<file path="src/rtl/seg7_scan_decoder.sv">
// Receive side of a multiplexed 7-segment bus: synchronizes the segment and
// anode lines, waits for a stable dwell on one digit, decodes the pattern back
// to a hex nibble and maintains a per-digit register bank with a frame pulse.
module seg7_scan_decoder #(
    parameter int unsigned NUM_DIGITS    = 4,
    parameter int unsigned STABLE_CYCLES = 8,
    parameter int unsigned SYNC_STAGES   = 2
) (
    input  logic                    clk,
    input  logic                    rst_n,
    input  logic [6:0]              seg_n,
    input  logic [NUM_DIGITS-1:0]   an_n,
    input  logic                    clear_err,
    output logic [4*NUM_DIGITS-1:0] digits_o,
    output logic [NUM_DIGITS-1:0]   digit_valid_o,
    output logic [NUM_DIGITS-1:0]   blank_o,
    output logic                    frame_valid_o,
    output logic                    decode_err_o
);

    localparam int unsigned SEG_W = 7;
    localparam int unsigned CNT_W = 8;
    localparam int unsigned ACT_W = 4;
    localparam int unsigned IDX_W = (NUM_DIGITS > 1) ? $clog2(NUM_DIGITS) : 1;

    localparam logic [SEG_W-1:0]      SEG_BLANK = 7'b1111111;
    localparam logic [CNT_W-1:0]      CNT_CAP   = CNT_W'(STABLE_CYCLES - 1);
    localparam logic [CNT_W-1:0]      CNT_MAX   = CNT_W'(STABLE_CYCLES);
    localparam logic [NUM_DIGITS-1:0] SEEN_ALL  = '1;

    logic [SEG_W-1:0]      seg_sync [SYNC_STAGES];
    logic [NUM_DIGITS-1:0] an_sync  [SYNC_STAGES];
    logic [SEG_W-1:0]      seg_s;
    logic [NUM_DIGITS-1:0] an_s;
    logic [SEG_W-1:0]      prev_seg;
    logic [NUM_DIGITS-1:0] prev_an;
    logic [CNT_W-1:0]      cnt;
    logic [NUM_DIGITS-1:0] seen;

    logic [ACT_W-1:0]      act_cnt;
    logic [IDX_W-1:0]      act_idx;
    logic [IDX_W+1:0]      nib_lsb;
    logic                  one_hot_c;
    logic                  same_c;
    logic                  capture_c;
    logic [4:0]            dec;
    logic                  dec_ok;
    logic                  is_blank;
    logic [NUM_DIGITS-1:0] seen_next;

    // Inverse of the hex encoder; bit 4 flags a recognised pattern
    function automatic logic [4:0] decode_seg(input logic [SEG_W-1:0] p);
        case (p)
            7'b1000000: return 5'h10;
            7'b1111001: return 5'h11;
            7'b0100100: return 5'h12;
            7'b0110000: return 5'h13;
            7'b0011001: return 5'h14;
            7'b0010010: return 5'h15;
            7'b0000010: return 5'h16;
            7'b1111000: return 5'h17;
            7'b0000000: return 5'h18;
            7'b0011000: return 5'h19;
            7'b0001000: return 5'h1A;
            7'b0000011: return 5'h1B;
            7'b1000110: return 5'h1C;
            7'b0100001: return 5'h1D;
            7'b0000110: return 5'h1E;
            7'b0001110: return 5'h1F;
            default:    return 5'h00;
        endcase
    endfunction

    // Synchronizer chains, reset to all-ones so an idle bus reads as no anode
    always_ff @(posedge clk or negedge rst_n) begin
        if (!rst_n) begin
            for (int i = 0; i < int'(SYNC_STAGES); i++) begin
                seg_sync[i] <= '1;
                an_sync[i]  <= '1;
            end
        end else begin
            seg_sync[0] <= seg_n;
            an_sync[0]  <= an_n;
            for (int i = 1; i < int'(SYNC_STAGES); i++) begin
                seg_sync[i] <= seg_sync[i-1];
                an_sync[i]  <= an_sync[i-1];
            end
        end
    end

    assign seg_s = seg_sync[SYNC_STAGES-1];
    assign an_s  = an_sync[SYNC_STAGES-1];

    // Active-anode count/index, stability test, capture strobe and decode
    always_comb begin
        act_cnt = '0;
        act_idx = '0;
        for (int i = 0; i < int'(NUM_DIGITS); i++) begin
            if (!an_s[i]) begin
                act_cnt = act_cnt + ACT_W'(1);
                act_idx = IDX_W'(i);
            end
        end
        nib_lsb   = {act_idx, 2'b00};
        one_hot_c = (act_cnt == ACT_W'(1));
        same_c    = (seg_s == prev_seg) && (an_s == prev_an);
        capture_c = one_hot_c && same_c && (cnt == CNT_CAP);
        dec       = decode_seg(seg_s);
        dec_ok    = dec[4];
        is_blank  = (seg_s == SEG_BLANK);
        seen_next = seen | (NUM_DIGITS'(1) << act_idx);
    end

    // Dwell counter: restarts on any change, parks at zero without a single anode
    always_ff @(posedge clk or negedge rst_n) begin
        if (!rst_n) begin
            prev_seg <= '1;
            prev_an  <= '1;
            cnt      <= '0;
        end else begin
            prev_seg <= seg_s;
            prev_an  <= an_s;
            if (!one_hot_c) begin
                cnt <= '0;
            end else if (!same_c) begin
                cnt <= CNT_W'(1);
            end else if (cnt != CNT_MAX) begin
                cnt <= cnt + CNT_W'(1);
            end
        end
    end

    // Register bank, frame tracking and sticky error, updated on the capture edge
    always_ff @(posedge clk or negedge rst_n) begin
        if (!rst_n) begin
            digits_o      <= '0;
            digit_valid_o <= '0;
            blank_o       <= '0;
            frame_valid_o <= 1'b0;
            decode_err_o  <= 1'b0;
            seen          <= '0;
        end else begin
            frame_valid_o <= 1'b0;
            if (capture_c && (dec_ok || is_blank)) begin
                if (dec_ok) begin
                    digits_o[nib_lsb +: 4] <= dec[3:0];
                    blank_o[act_idx]       <= 1'b0;
                end else begin
                    blank_o[act_idx]       <= 1'b1;
                end
                digit_valid_o[act_idx] <= 1'b1;
                if (seen_next == SEEN_ALL) begin
                    frame_valid_o <= 1'b1;
                    seen          <= '0;
                end else begin
                    seen          <= seen_next;
                end
            end else if (capture_c) begin
                digit_valid_o[act_idx] <= 1'b0;
                blank_o[act_idx]       <= 1'b0;
            end

            if (capture_c && !dec_ok && !is_blank) begin
                decode_err_o <= 1'b1;
            end else if (clear_err) begin
                decode_err_o <= 1'b0;
            end
        end
    end

endmodule

</file>
<file path="config.mk">
export PLATFORM = sky130hd
export DESIGN_NAME = seg7_scan_decoder
export DESIGN_NICKNAME = d
export VERILOG_FILES = /design/src/rtl/seg7_scan_decoder.sv
export SDC_FILE = /design/constraint.sdc
export NUM_CORES = 1
export LEC_CHECK = 0
export BUFFER_PORTS_ARGS = -buffer_cell sky130_fd_sc_hd__buf_2
export CORE_UTILIZATION = 35
export CTS_CLUSTER_DIAMETER = 150
export CTS_CLUSTER_SIZE = 40
export DETAILED_ROUTE_END_ITERATION = 10
export GPL_ROUTABILITY_DRIVEN = 0
export PLACE_DENSITY = 0.53
export REMOVE_ABC_BUFFERS = 1
export SYNTH_ARGS = -nofsm -noshare
export SYNTH_HDL_FRONTEND = slang
export SYNTH_SLANG_ARGS = --single-unit
export TNS_END_PERCENT = 5
</file>
<file path="constraint.sdc">
create_clock -name clk -period 3.95 [get_ports clk]
set_input_delay 0.5925 -clock clk [delete_from_list [all_inputs] [get_ports clk]]
set_output_delay 0.5925 -clock clk [all_outputs]
set_load 0.02 [all_outputs]
</file>
==> metrics.csv <==
stage,metric,value,unit
run_status,status,"finished, final reports clean",
logic_synthesis,leading area contributor after synthesis,dfrtp_1,
logic_synthesis,"Seq/Total Area, Yosys",54.1,%
clock_tree,CTS tree,yes,
critical_path,CP Class,flop to flop,
clock_tree,H-tree levels,3,
logic_synthesis,"Distinct cells, synth",51,
flow_run,max-cap viol count,0,
global_route,vias in the first global route,2285,
global_route,largest net degree at the start of global routing,48,
routing,Starting DRT DRC Count,77,
global_route,first-pass GRT wire length,11.2,mm
timing,Hold Fails Final Rpt,0,
routing,DR vias/cell,4.77,
final_layout,Final #Nets,365,
clock_tree,Post-CTS Setup Repair Bufs,0,
power_and_ir_drop,pwr dens,394,nW/um2
die,row count,35,
clock_tree,worst-case clock buffer depth,2,
routing,via count,2253,
final_layout,Diodes inserted,0,
logic_synthesis,Seq cells post-synth,71,
logic_synthesis,syn_area_per_cell,11.3,um2
logic_synthesis,post-synthesis cell area,3360,um2
logic_synthesis,"Top FF cell, synth",dfrtp_1,
timing,minimum clock period after layout,2.90,ns
clock_tree,"Hold-fix buffers, CTS",0,
clock_tree,clk root buf,clkbuf_8,
logic_synthesis,Synth Warn #,0,
timing,setup ws final,1.05,ns
timing,Slew @ Worst Pin,0.784,ns
timing,RSZ-0062 raised after global routing,no,
final_layout,share of layout cells above drive strength 1,32.7,%
clock_tree,Num CTS Buffers,9,
clock_tree,Worst-path clk slew,0.08,ns
die,Die W,100,um
place,I/O Buffers,39,
logic_synthesis,share of the synthesized area in the top cell type,28.3,%
routing,drt first pass iters,4,
place,Setup WS pre-CTS,1.05,ns
die,starting density of the core,36.2,%
die,die area,9990,um2
power_and_ir_drop,overall power,1540,uW
die,I/O pin total,40,
critical_path,worst endpoint required time,4.19,ns
hold_path,Worst Hold Class,input port to asynchronous set/reset pin,
logic_synthesis,synth top area cells,"dfrtp_1, dfstp_2, ha_1, xor2_1, inv_1",
timing,setup TNS,0,ns
critical_path,"Arr. time, crit path",3.14,ns
die,Die Y,100,um
global_route,initial antenna violation count,0,
critical_path,Crit Path Max Fanout,15,
routing,Remaining DRCs,0,
logic_synthesis,Synth Instances,297,
critical_path,critical path launch point type,flop,
timing,Highest Clock Rate,345,MHz
die,core area,9280,um2
timing,# setup viols final,0,
clock_tree,Resized cells post-CTS,0,
logic_synthesis,asr flop ratio synth,100,%
logic_synthesis,most frequent cell after synthesis,dfrtp_1,
timing,max_slew headroom,47.6,%
logic_synthesis,Post-synth top cells,"dfrtp_1, dfstp_2, inv_1, nor2_1, xor2_1",
clock_tree,Skew-Pair Late Insertion Delay,0.35,ns
clock_tree,CTS sink cnt,71,
timing,crit share post-route,73.4,%
timing,Final Max Tran Viols,0,
final_layout,area grow syn2layout,16.2,%
routing,Total Wirelength,6.32,mm
timing,Setup Skew,0.00696,ns
critical_path,Worst setup EP type,flop,
global_route,gr usage total,14.5,%
routing,wire per inst,13.4,um
routing,antenna-violating nets left,0,
power_and_ir_drop,worst vdd ir,313,uV
global_route,gr ovfl total,0,
power_and_ir_drop,cell leakage power,0.00181,uW
logic_synthesis,Post-synth EDFFs,0,
place,hpwl dp,4.44,mm
per-stage QoR:
step                area [um2]  util, %  hold slack (ns)  cells
CTS                       3910     42.1            0.221    472
finish                    3910     42.1            0.214    472
floorplan                 3300        -            0.297    285
detailed placement        3680     39.6            0.347    456
global placement          3680     39.6            0.347    456
global route              3910     42.1            0.252    472
routing by layer:
metal,global-route usage [%],up-vias,part of all wire [%]
li1,-,1109,-
met1,19.5,1086,49
met2,22.0,46,45
met3,4.74,12,4.4
met4,5.46,0,2.0
met5,0,-,0
final timing paths:
kind                       startpoint     endpoint  slack, ns  cells after the start
setup / recovery              an_s[0]         flop       1.05                     10
hold / removal                  rst_n  digits_o[4]       0.21                      1
setup reg to reg              an_s[0]         flop       1.05                     10
hold reg to reg            an_sync[6]      an_s[2]       0.36                      0
max in group asynchronous       rst_n  prev_seg[2]       2.75                      2
min in group clk             seg_n[2]  seg_sync[9]       0.33                      1
cell type report:
cell class | instances | area [um2]
Fill cell | 916 | 5380
Sequential cell | 71 | 1820
Multi-Input combinational cell | 181 | 1360
Timing Repair Buffer | 42 | 218
Tap cell | 129 | 161
Clock buffer | 10 | 138
Inverter | 33 | 124
Clock inverter | 6 | 90.1
cells by family (layout without fill, tap and decap cells):
logic type               after synthesis  after routing  synth area share, %
AO/OA/AOI/OAI                         52             52                 11.6
adder cells (fa/ha/maj)               13             13                 4.84
XOR/XNOR                              22             22                 5.74
flip-flops                            71             71                 54.1
AND/OR/NAND/NOR                       84             84                 14.9
buffers and inverters                 45             91                 5.51
multiplexers                          10             10                 3.28
critical path, cell delays in order (launching register included):
cell     delay [ns]
dfstp_2        0.57
inv_1          0.05
ha_1           0.31
xnor2_1        0.26
ha_1           0.27
nor3_1         0.17
a32oi_1        0.19
nor4_4         0.33
buf_4          0.24
nand2_1        0.11
mux2_2         0.29
power by group:
| part | total [uW] | internal (uW) | switching, uW |
|---|---|---|---|
| sequential | 783 | 760 | 23.9 |
| clock | 658 | 377 | 281 |
| combinational | 96.5 | 38.0 | 58.5 |
cell usage in the layout (no fill, tap or decap), types with 7 or more instances in the layout:
cell / n
nand2_1: 10
inv_1: 33
nor3_1: 7
dfstp_2: 33
mux2_2: 8
dfrtp_1: 38
xor2_1: 18
clkbuf_8: 10
a21oi_1: 8
nor2_1: 18
buf_2: 39
ha_1: 13
nand3_1: 9
o22ai_1: 16
(Power assumes the default switching activity.)
